`config.mk`:
```
export PLATFORM = sky130hd
export DESIGN_NAME = ssd_scan_driver
export DESIGN_NICKNAME = d
export VERILOG_FILES = /design/src/rtl/ssd_pkg.sv /design/src/rtl/ssd_hex_encode.sv /design/src/rtl/ssd_scan_driver.sv
export SDC_FILE = /design/constraint.sdc
export NUM_CORES = 1
export LEC_CHECK = 0
export CAP_MARGIN = 20
export CORE_MARGIN = 3
export CORE_UTILIZATION = 56
export DETAILED_ROUTE_END_ITERATION = 7
export PLACE_DENSITY_LB_ADDON = 0.12
export SKIP_LAST_GASP = 1
export SYNTH_ARGS = -nofsm -noshare
export SYNTH_HDL_FRONTEND = slang
export SYNTH_SLANG_ARGS = --single-unit
```
`constraint.sdc`:
```
create_clock -name CLK -period 3.5 [get_ports CLK]
set_clock_uncertainty 0.2 [all_clocks]
set_input_delay 0.7 -clock CLK [delete_from_list [all_inputs] [get_ports CLK]]
set_output_delay 0.7 -clock CLK [all_outputs]
set_load 0.01 [all_outputs]
```
`src/rtl/ssd_pkg.sv`:
```
// Shared constants and the hex-to-segment table for the seven-segment scan driver.
// Segment bits are active-low: bit 6 = a ... bit 0 = g, bit 7 = DP.
package ssd_pkg;

  localparam logic [7:0] SEG_OFF    = 8'hFF;
  localparam int unsigned SEG_DP_BIT = 7;

  function automatic logic [6:0] hex_to_seg(input logic [3:0] nib);
    logic [6:0] seg;
    unique case (nib)
      4'h0:    seg = 7'h01;
      4'h1:    seg = 7'h4F;
      4'h2:    seg = 7'h12;
      4'h3:    seg = 7'h06;
      4'h4:    seg = 7'h4C;
      4'h5:    seg = 7'h24;
      4'h6:    seg = 7'h20;
      4'h7:    seg = 7'h0F;
      4'h8:    seg = 7'h00;
      4'h9:    seg = 7'h04;
      4'hA:    seg = 7'h08;
      4'hB:    seg = 7'h60;
      4'hC:    seg = 7'h31;
      4'hD:    seg = 7'h42;
      4'hE:    seg = 7'h30;
      default: seg = 7'h38;
    endcase
    return seg;
  endfunction

endpackage

```
`src/rtl/ssd_hex_encode.sv`:
```
// Combinational nibble to active-low seven-segment pattern (a..g on bits 6..0).
module ssd_hex_encode
  import ssd_pkg::*;
(
  input  logic [3:0] nibble,
  output logic [6:0] seg
);

  always_comb begin
    seg = hex_to_seg(nibble);
  end

endmodule

```
`src/rtl/ssd_scan_driver.sv`:
```
// Time-multiplexed N-digit common-anode seven-segment driver with frame-aligned
// updates, per-digit blank/blink/DP and 8-level PWM brightness.
module ssd_scan_driver
  import ssd_pkg::*;
#(
  parameter int unsigned NUM_DIGITS   = 4,
  parameter int unsigned SUB_DIV      = 12500,
  parameter int unsigned BLINK_FRAMES = 64
) (
  input  logic                      CLK,
  input  logic                      RST_N,
  input  logic                      Load,
  input  logic [4*NUM_DIGITS-1:0]   Digits,
  input  logic [NUM_DIGITS-1:0]     Dp,
  input  logic [NUM_DIGITS-1:0]     Blank,
  input  logic [NUM_DIGITS-1:0]     Blink,
  input  logic [2:0]                Brightness,
  output logic [NUM_DIGITS-1:0]     Anode,
  output logic [7:0]                Cathode,
  output logic                      FrameTick
);

  localparam int unsigned PW = (SUB_DIV > 1) ? $clog2(SUB_DIV) : 1;
  localparam int unsigned DW = (NUM_DIGITS > 1) ? $clog2(NUM_DIGITS) : 1;
  localparam int unsigned BW = (BLINK_FRAMES > 1) ? $clog2(BLINK_FRAMES) : 1;

  localparam logic [PW-1:0] PRE_LAST = PW'(SUB_DIV - 1);
  localparam logic [DW-1:0] DIG_LAST = DW'(NUM_DIGITS - 1);
  localparam logic [BW-1:0] BLK_LAST = BW'(BLINK_FRAMES - 1);

  logic [PW-1:0] pre_q, pre_d;
  logic [2:0]    sub_q, sub_d;
  logic [DW-1:0] dig_q, dig_d;
  logic [BW-1:0] blk_q, blk_d;
  logic          phase_q, phase_d;

  logic [4*NUM_DIGITS-1:0] pend_digits_q, pend_digits_d, act_digits_q, act_digits_d;
  logic [NUM_DIGITS-1:0]   pend_dp_q, pend_dp_d, act_dp_q, act_dp_d;
  logic [NUM_DIGITS-1:0]   pend_blank_q, pend_blank_d, act_blank_q, act_blank_d;
  logic [NUM_DIGITS-1:0]   pend_blink_q, pend_blink_d, act_blink_q, act_blink_d;
  logic                    pend_flag_q, pend_flag_d;

  logic [NUM_DIGITS-1:0] anode_q, anode_d;
  logic [7:0]            cathode_q, cathode_d;
  logic                  tick_q;

  logic       pre_tc, sub_tc, frame_wrap, lit;
  logic [3:0] cur_nib;
  logic [6:0] cur_seg;

  assign pre_tc     = (pre_q == PRE_LAST);
  assign sub_tc     = pre_tc && (sub_q == 3'd7);
  assign frame_wrap = sub_tc && (dig_q == DIG_LAST);
  assign cur_nib    = act_digits_q[4*dig_q +: 4];

  ssd_hex_encode u_hex_encode (
    .nibble (cur_nib),
    .seg    (cur_seg)
  );

  // Brightness is taken live so a change shows up at the very next sub-slot.
  assign lit = (sub_q <= Brightness) && !act_blank_q[dig_q] &&
               !(act_blink_q[dig_q] && phase_q);

  always_comb begin
    pre_d        = pre_tc ? '0 : pre_q + 1'b1;
    sub_d        = pre_tc ? sub_q + 3'd1 : sub_q;
    dig_d        = dig_q;
    blk_d        = blk_q;
    phase_d      = phase_q;
    pend_digits_d = pend_digits_q;
    pend_dp_d     = pend_dp_q;
    pend_blank_d  = pend_blank_q;
    pend_blink_d  = pend_blink_q;
    pend_flag_d   = pend_flag_q;
    act_digits_d  = act_digits_q;
    act_dp_d      = act_dp_q;
    act_blank_d   = act_blank_q;
    act_blink_d   = act_blink_q;

    if (sub_tc) begin
      dig_d = (dig_q == DIG_LAST) ? '0 : dig_q + 1'b1;
    end
    if (frame_wrap) begin
      blk_d = (blk_q == BLK_LAST) ? '0 : blk_q + 1'b1;
      if (blk_q == BLK_LAST) begin
        phase_d = ~phase_q;
      end
      if (pend_flag_q) begin
        act_digits_d = pend_digits_q;
        act_dp_d     = pend_dp_q;
        act_blank_d  = pend_blank_q;
        act_blink_d  = pend_blink_q;
        pend_flag_d  = 1'b0;
      end
    end
    // A Load on the boundary cycle wins the flag and waits for the next frame.
    if (Load) begin
      pend_digits_d = Digits;
      pend_dp_d     = Dp;
      pend_blank_d  = Blank;
      pend_blink_d  = Blink;
      pend_flag_d   = 1'b1;
    end

    anode_d   = '1;
    cathode_d = SEG_OFF;
    if (lit) begin
      anode_d   = ~(NUM_DIGITS'(1) << dig_q);
      cathode_d = {~act_dp_q[dig_q], cur_seg};
    end
  end

  always_ff @(posedge CLK or negedge RST_N) begin
    if (!RST_N) begin
      pre_q         <= '0;
      sub_q         <= '0;
      dig_q         <= '0;
      blk_q         <= '0;
      phase_q       <= 1'b0;
      pend_digits_q <= '0;
      pend_dp_q     <= '0;
      pend_blank_q  <= '1;
      pend_blink_q  <= '0;
      pend_flag_q   <= 1'b0;
      act_digits_q  <= '0;
      act_dp_q      <= '0;
      act_blank_q   <= '1;
      act_blink_q   <= '0;
      anode_q       <= '1;
      cathode_q     <= SEG_OFF;
      tick_q        <= 1'b0;
    end else begin
      pre_q         <= pre_d;
      sub_q         <= sub_d;
      dig_q         <= dig_d;
      blk_q         <= blk_d;
      phase_q       <= phase_d;
      pend_digits_q <= pend_digits_d;
      pend_dp_q     <= pend_dp_d;
      pend_blank_q  <= pend_blank_d;
      pend_blink_q  <= pend_blink_d;
      pend_flag_q   <= pend_flag_d;
      act_digits_q  <= act_digits_d;
      act_dp_q      <= act_dp_d;
      act_blank_q   <= act_blank_d;
      act_blink_q   <= act_blink_d;
      anode_q       <= anode_d;
      cathode_q     <= cathode_d;
      tick_q        <= frame_wrap;
    end
  end

  assign Anode     = anode_q;
  assign Cathode   = cathode_q;
  assign FrameTick = tick_q;

endmodule

```
== Word-level counts from Yosys, hierarchy flattened ==
Memory sizes are Yosys's and may differ from the RTL's.
Index checks and enable logic that the tools add are counted.
Storage, ports and cells
  register bits: 96
  memory bits (read-only): 112
  input bits: 34
  output and inout port bits: 13
  logic and storage cells: 56
  memories: 1
Cells by class
  $add $sub $neg: 4
  $lt $le $gt $ge: 2
  equality and inequality tests: 4
  shift operators: 2
  muxes and demuxes: 13
  bitwise logic cells: 3
  reductions and logical operators: 10
Memories
  (no name shown): depth 16, width 7, rd ports 1, clocked after Yosys merged registers in 0, wr ports 0, RTL line ssd_pkg.sv:10  | unique case (nib)
Operators with widths (count)
  $shiftx 16x5->4: 1
  $add 14x1->14 const B: 1
  $eq 14x14->1 const B: 1
  $mux 14: 1
  $mux 8: 1
  $add 6x1->6 const B: 1
  $bmux 1 s2: 3
  $eq 6x6->1 const B: 1
  $mux 6: 1
  $logic_and 1x1->1: 5
  $mux 1: 5
  $mux 4: 1
  $not 4->4: 1
  $reduce_and 2->1: 2
  $shl 1x2->4 const A: 1
  $add 3x1->3 const B: 1
  $eq 3x3->1 const B: 1
  $le 3x3->1: 1
  $lt 2x3->1 const B: 1
  $add 2x1->2 const B: 1
  $eq 2x2->1 const B: 1
  $logic_not 1->1: 2
  $mux 2: 1
  $not 1->1: 2
  $reduce_bool 2->1: 1

== Depth between registers and ports, before layout ==
  depth in word-level cells: 6
  gate-level depth with buffers: 8
  mapped depth without buffers: 7

== Cells and area by module ==
From an unflattened synthesis, not the netlist that was laid out.
Unflattened totals
  cell total of the unflattened synthesis: 313
  area total of the unflattened synthesis: 4445.5 µm²
By module, submodules not included
  ssd_scan_driver: times used 1, cells each 281, area each 4171.5 µm², sequential area each 2427.3 µm²
  ssd_hex_encode: times used 1, cells each 32, area each 274.0 µm², sequential area each 0.0 µm²

== Least setup slack after synthesis ==
No wires, ideal clock.
  path kind: flip-flop to flip-flop
  start point: register dig_q[0]
  end point: register cathode_q[6], in the netlist Cathode[6]
  library setup time: 0.090 ns
  data arrival time: 2.244 ns
  setup slack: 0.965 ns
  stages on the path, launching flop included: 8
  buffers on the path: 1
  clock period less this slack: 2.535 ns
  cells stage by stage: dfrtp_1 -> buf_1 -> mux4_2 -> ha_1 -> o31ai_1 -> a21oi_1 -> o22ai_1 -> nand2_1
On the way
  longest elaborated chain between the ends: 6
  elaborated cells on any way between the ends: 12
  those cells by class: 1 x shift; 5 x mux; 5 x reduce/logical; 1 x memory
Ends and longest elaborated chain
  start: declaration: RTL line ssd_scan_driver.sv:33  | logic [DW-1:0] dig_q, dig_d;
  start signal: assignment: RTL line ssd_scan_driver.sv:136  | dig_q <= dig_d;
  branches (longest 5 deep; another with $mem_v2 16x7)
  $mux 8 (*): RTL line ssd_scan_driver.sv:108  | if (lit) begin
  net cathode_d[6]: RTL line ssd_scan_driver.sv:44  | logic [7:0] cathode_q, cathode_d;
  end signal: assignment: RTL line ssd_scan_driver.sv:149  | cathode_q <= cathode_d;
  end: declaration: RTL line ssd_scan_driver.sv:44
Mark *: on every way through the listed nets, which the timed path passes. The select of a mux whose other input is x is not followed.
A chain may end at the register's enable or synchronous reset.

== Worst setup path in the final report ==
  start point: register pre_q[9]
  end point: register act_digits_q[1]
On the way
  longest elaborated chain between the ends: 4
Ends and longest elaborated chain
  start: declaration: RTL line ssd_scan_driver.sv:31  | logic [PW-1:0] pre_q, pre_d;
  start signal: assignment: RTL line ssd_scan_driver.sv:134  | pre_q <= pre_d;
  $eq 14x14->1: RTL line ssd_scan_driver.sv:51  | assign pre_tc = (pre_q == PRE_LAST);
  $logic_and 1x1->1: RTL line ssd_scan_driver.sv:52  | assign sub_tc = pre_tc && (sub_q == 3'd7);
  $logic_and 1x1->1: RTL line ssd_scan_driver.sv:53  | assign frame_wrap = sub_tc && (dig_q == DIG_LAST);
  net frame_wrap: RTL line ssd_scan_driver.sv:47  | logic pre_tc, sub_tc, frame_wrap, lit;
  $reduce_and 2->1 (no source line)
  end signal: assignment: RTL line ssd_scan_driver.sv:144  | act_digits_q <= act_digits_d;
  end: declaration: RTL line ssd_scan_driver.sv:37  | logic [4*NUM_DIGITS-1:0] pend_digits_q, pend_digits_d, act_digits_q, act_digits_d;
The timed path passes the listed nets, and every way through them passes these cells.

==> out/results.tsv <==
stage	metric	value	unit
place	DP Cell Count	456	
cells_and_area	layout cells sized above 1	32.0	%
cts	# H-tree levels	3	
synth	Post-Syn Area	4360	um2
worst_hold_path	hold path startpoint	phase_q	
cts	CTS root buffer	clkbuf_8	
grt	Total GRT Usage	18.4	%
critical_path	Reg2Reg Depth	6	
cells_and_area	diode count	0	
timing	pin slew with the least headroom to its limit	0.618	ns
synth	Syn Area/Cell	13.8	um2
synth	net count after synthesis	365	
cts	Num CTS Buffers	9	
timing	Slew headroom	58.8	%
outcome	run status	complete, no violations	
critical_path	Setup CP Type	flip-flop to flip-flop	
synth	Synth cell types	41	
cells_and_area	Finished Layout Cells	474	
timing	fin crit share	75.9	%
critical_path	CP startpoint kind	flip-flop	
timing	Post-Route Setup TNS	0	ns
synth	Syn Inst Count	315	
grt	total gr overflow	0	
floorplanning	core area	7410	um2
grt	vias in the first global route	2697	
cts	CTS resizes	0	
timing	fin crit period	2.66	ns
place	Area after DPL	4940	um2
synth	number of flops mapped to enable cells by yosys	0	
cells_and_area	FILL cells	529	
power	worst vdd ir	0.303	mV
route	antenna-violating nets left	0	
cts	clk buf depth	2	
place	placer congestion estimate	0.780	
critical_path	Crit. End Element	flip-flop	
route	DRC	0	
critical_path	r2r setup slk	0.84	ns
synth	Seq cells post-synth	96	
cells_and_area	Layout Utilization	69.8	%
cts	TritonCTS clock tree	built	
grt	first-pass GRT wire length	12600	um
route	drt first pass iters	4	
power	Leak Pwr	2.33	nW
cells_and_area	P&R area growth vs syn	18.7	%
timing	final slew viol count	0	
flow_run	Max Cap Violations	0	
timing	Finish-stage setup viols	0	
grt	largest net degree at the start of global routing	86	
route	vias per cell	5.39	
floorplanning	Initial Utilization	58.8	%
timing	endpoints failing hold	0	
floorplanning	die area	8880	um2
place	post-DP HPWL	4870	um
floorplanning	Rows	31	
synth	Synthesis Warnings	0	
route	Routed Wire Length	7100	um
synth	Most used DFF post-synth	dfrtp_1	
critical_path	Crit Reg-Reg Startpoint	pre_q[9]	
critical_path	WP data arrival	2.69	ns
worst_hold_path	Min-Delay Path Depth	1	
power	Total Power	2.01	mW
critical_path	Data required, critical path	3.54	ns
timing	RSZ-0062 raised after global routing	false	
floorplanning	Die Ht	94.2	um
route	vias	2553	
cts	clock latency on the worst-skew pair	0.35	ns
critical_path	CP max FO	28	
cts	clk slew on worst S/H paths	0.09	ns
power	PD cells	388	nW/um2
critical_path	RR Endpoint	act_digits_q[1]	
grt	antenna violations before repair	0	
timing	Fmax	377	MHz
worst_hold_path	WHS Endpoint	phase_q	
worst_hold_path	HP Class	flip-flop to flip-flop	
cells_and_area	cell area after layout	5170	um2
place	Port Buffer Count	46	
cells_and_area	Final nets	420	
synth	sequential area share after synthesis	55.7	%
floorplanning	die width	94.2	um
route	Routed WL per cell	15.0	um
synth	Post-synth ARST share	100	%
route	Initial DRC Count	81	
cts	clock sink total	96	
floorplanning	IO Pins	47	
-- cell families (layout without fill, tap and decap cells) --
kind of cell | Yosys count | after routing | share of synthesized area [%]
and+or+nand+nor | 65 | 65 | 7.87
DFF | 96 | 96 | 55.7
xor gates and xnor gates | 16 | 16 | 3.22
AOI/OAI and AO/OA | 26 | 26 | 3.93
muxes | 75 | 75 | 22.5
buffers and inverters | 21 | 81 | 2.18
adders and majority gates | 16 | 16 | 4.59
-- synth_stat cells (5+ instances only) --
| cell type | number | area, um2 |
|---|---|---|
| dfrtp_1 | 76 | 1900 |
| mux2_2 | 44 | 495 |
| nand2_1 | 24 | 90.1 |
| dfstp_2 | 20 | 526 |
| mux2_4 | 20 | 300 |
| ha_1 | 16 | 200 |
| nand3_1 | 13 | 65.1 |
| nor2_1 | 10 | 37.5 |
| inv_1 | 9 | 33.8 |
| xnor2_1 | 9 | 78.8 |
| xor2_1 | 7 | 61.3 |
| clkbuf_1 | 6 | 22.5 |
| mux4_2 | 6 | 135 |
| o21ai_0 | 6 | 30.0 |
| a21oi_1 | 5 | 25.0 |
| mux2i_1 | 5 | 50.1 |
-- per-stage QoR --
step / hold slack, ns / setup WS, ns
finish: 0.275 / 0.844
global route: 0.290 / 0.723
CTS: 0.276 / 0.838
detailed placement: 0.260 / 0.730
global placement: 0.263 / 0.801
floorplan: 0.204 / 0.965
-- power by group --
group          internal [mW]  switching, mW
clock network          0.337          0.383
logic                 0.0753         0.0460
registers               1.15         0.0177
total                   1.56          0.447
-- registers in the layout, indices dropped and copies added, names as in the netlist, 6 cells and up --
| register | count |
|---|---|
| Cathode | 8 |
| pend_digits_q | 16 |
| blk_q | 6 |
| pre_q | 14 |
| act_digits_q | 16 |
-- metal layers --
metal  wire length [um]  track usage [%]  part of all wire (%)
met5                  0                0                     0
met2               3540             30.6                    50
met4                 75             5.17                   1.1
met1               3200             23.7                    45
met3                285             5.13                   4.0
-- layout make-up --
type | count | area [um2] | share of cell area [%]
Clock inverter | 7 | 76.3 | 1.48
Timing Repair Buffer | 55 | 548 | 10.6
Multi-Input combinational cell | 198 | 1840 | 35.5
Tap cell | 99 | 124 | 2.39
Sequential cell | 96 | 2430 | 46.9
Clock buffer | 9 | 124 | 2.39
Inverter | 10 | 38.8 | 0.750
-- critical path, stage by stage (launching register included) --
cell	delay (ns)
dfrtp_1	0.45
or4_4	0.54
nor4_4	0.35
nand3_4	0.16
clkinv_2	0.14
nand2_4	0.29
mux2_4	0.40
-- timing repair --
| action | CTS | global route |
|---|---|---|
| hold buffers | 0 | 1 |
| endpoints found under the hold margin | 0 | 6 |
| buffers inserted | 0 | 0 |
-- how the worst max path moves through the flow --
| stage | startpoint | end | slack, ns |
|---|---|---|---|
| finish | pre_q[9] | act_digits_q[1] | 0.84 |
| global placement | Brightness[1] | Cathode[4] | 0.80 |
| CTS | pre_q[2] | act_digits_q[1] | 0.84 |
| floorplan | dig_q[0] | Cathode[6] | 0.97 |
| detailed placement | Brightness[1] | Cathode[4] | 0.73 |
| global route | pre_q[9] | act_digits_q[1] | 0.72 |
-- cells in the final DEF, fill, tap and decap left out, types with 8 or more instances in the layout --
cell type	count
xnor2_1	9
mux2_2	44
clkbuf_8	9
nand2_1	24
buf_4	8
dfstp_2	20
inv_1	9
nand3_1	13
mux2_4	20
clkdlybuf4s50_1	45
dfrtp_1	76
nor2_1	10
ha_1	16
Note: power is estimated with default switching activity, not from simulation.
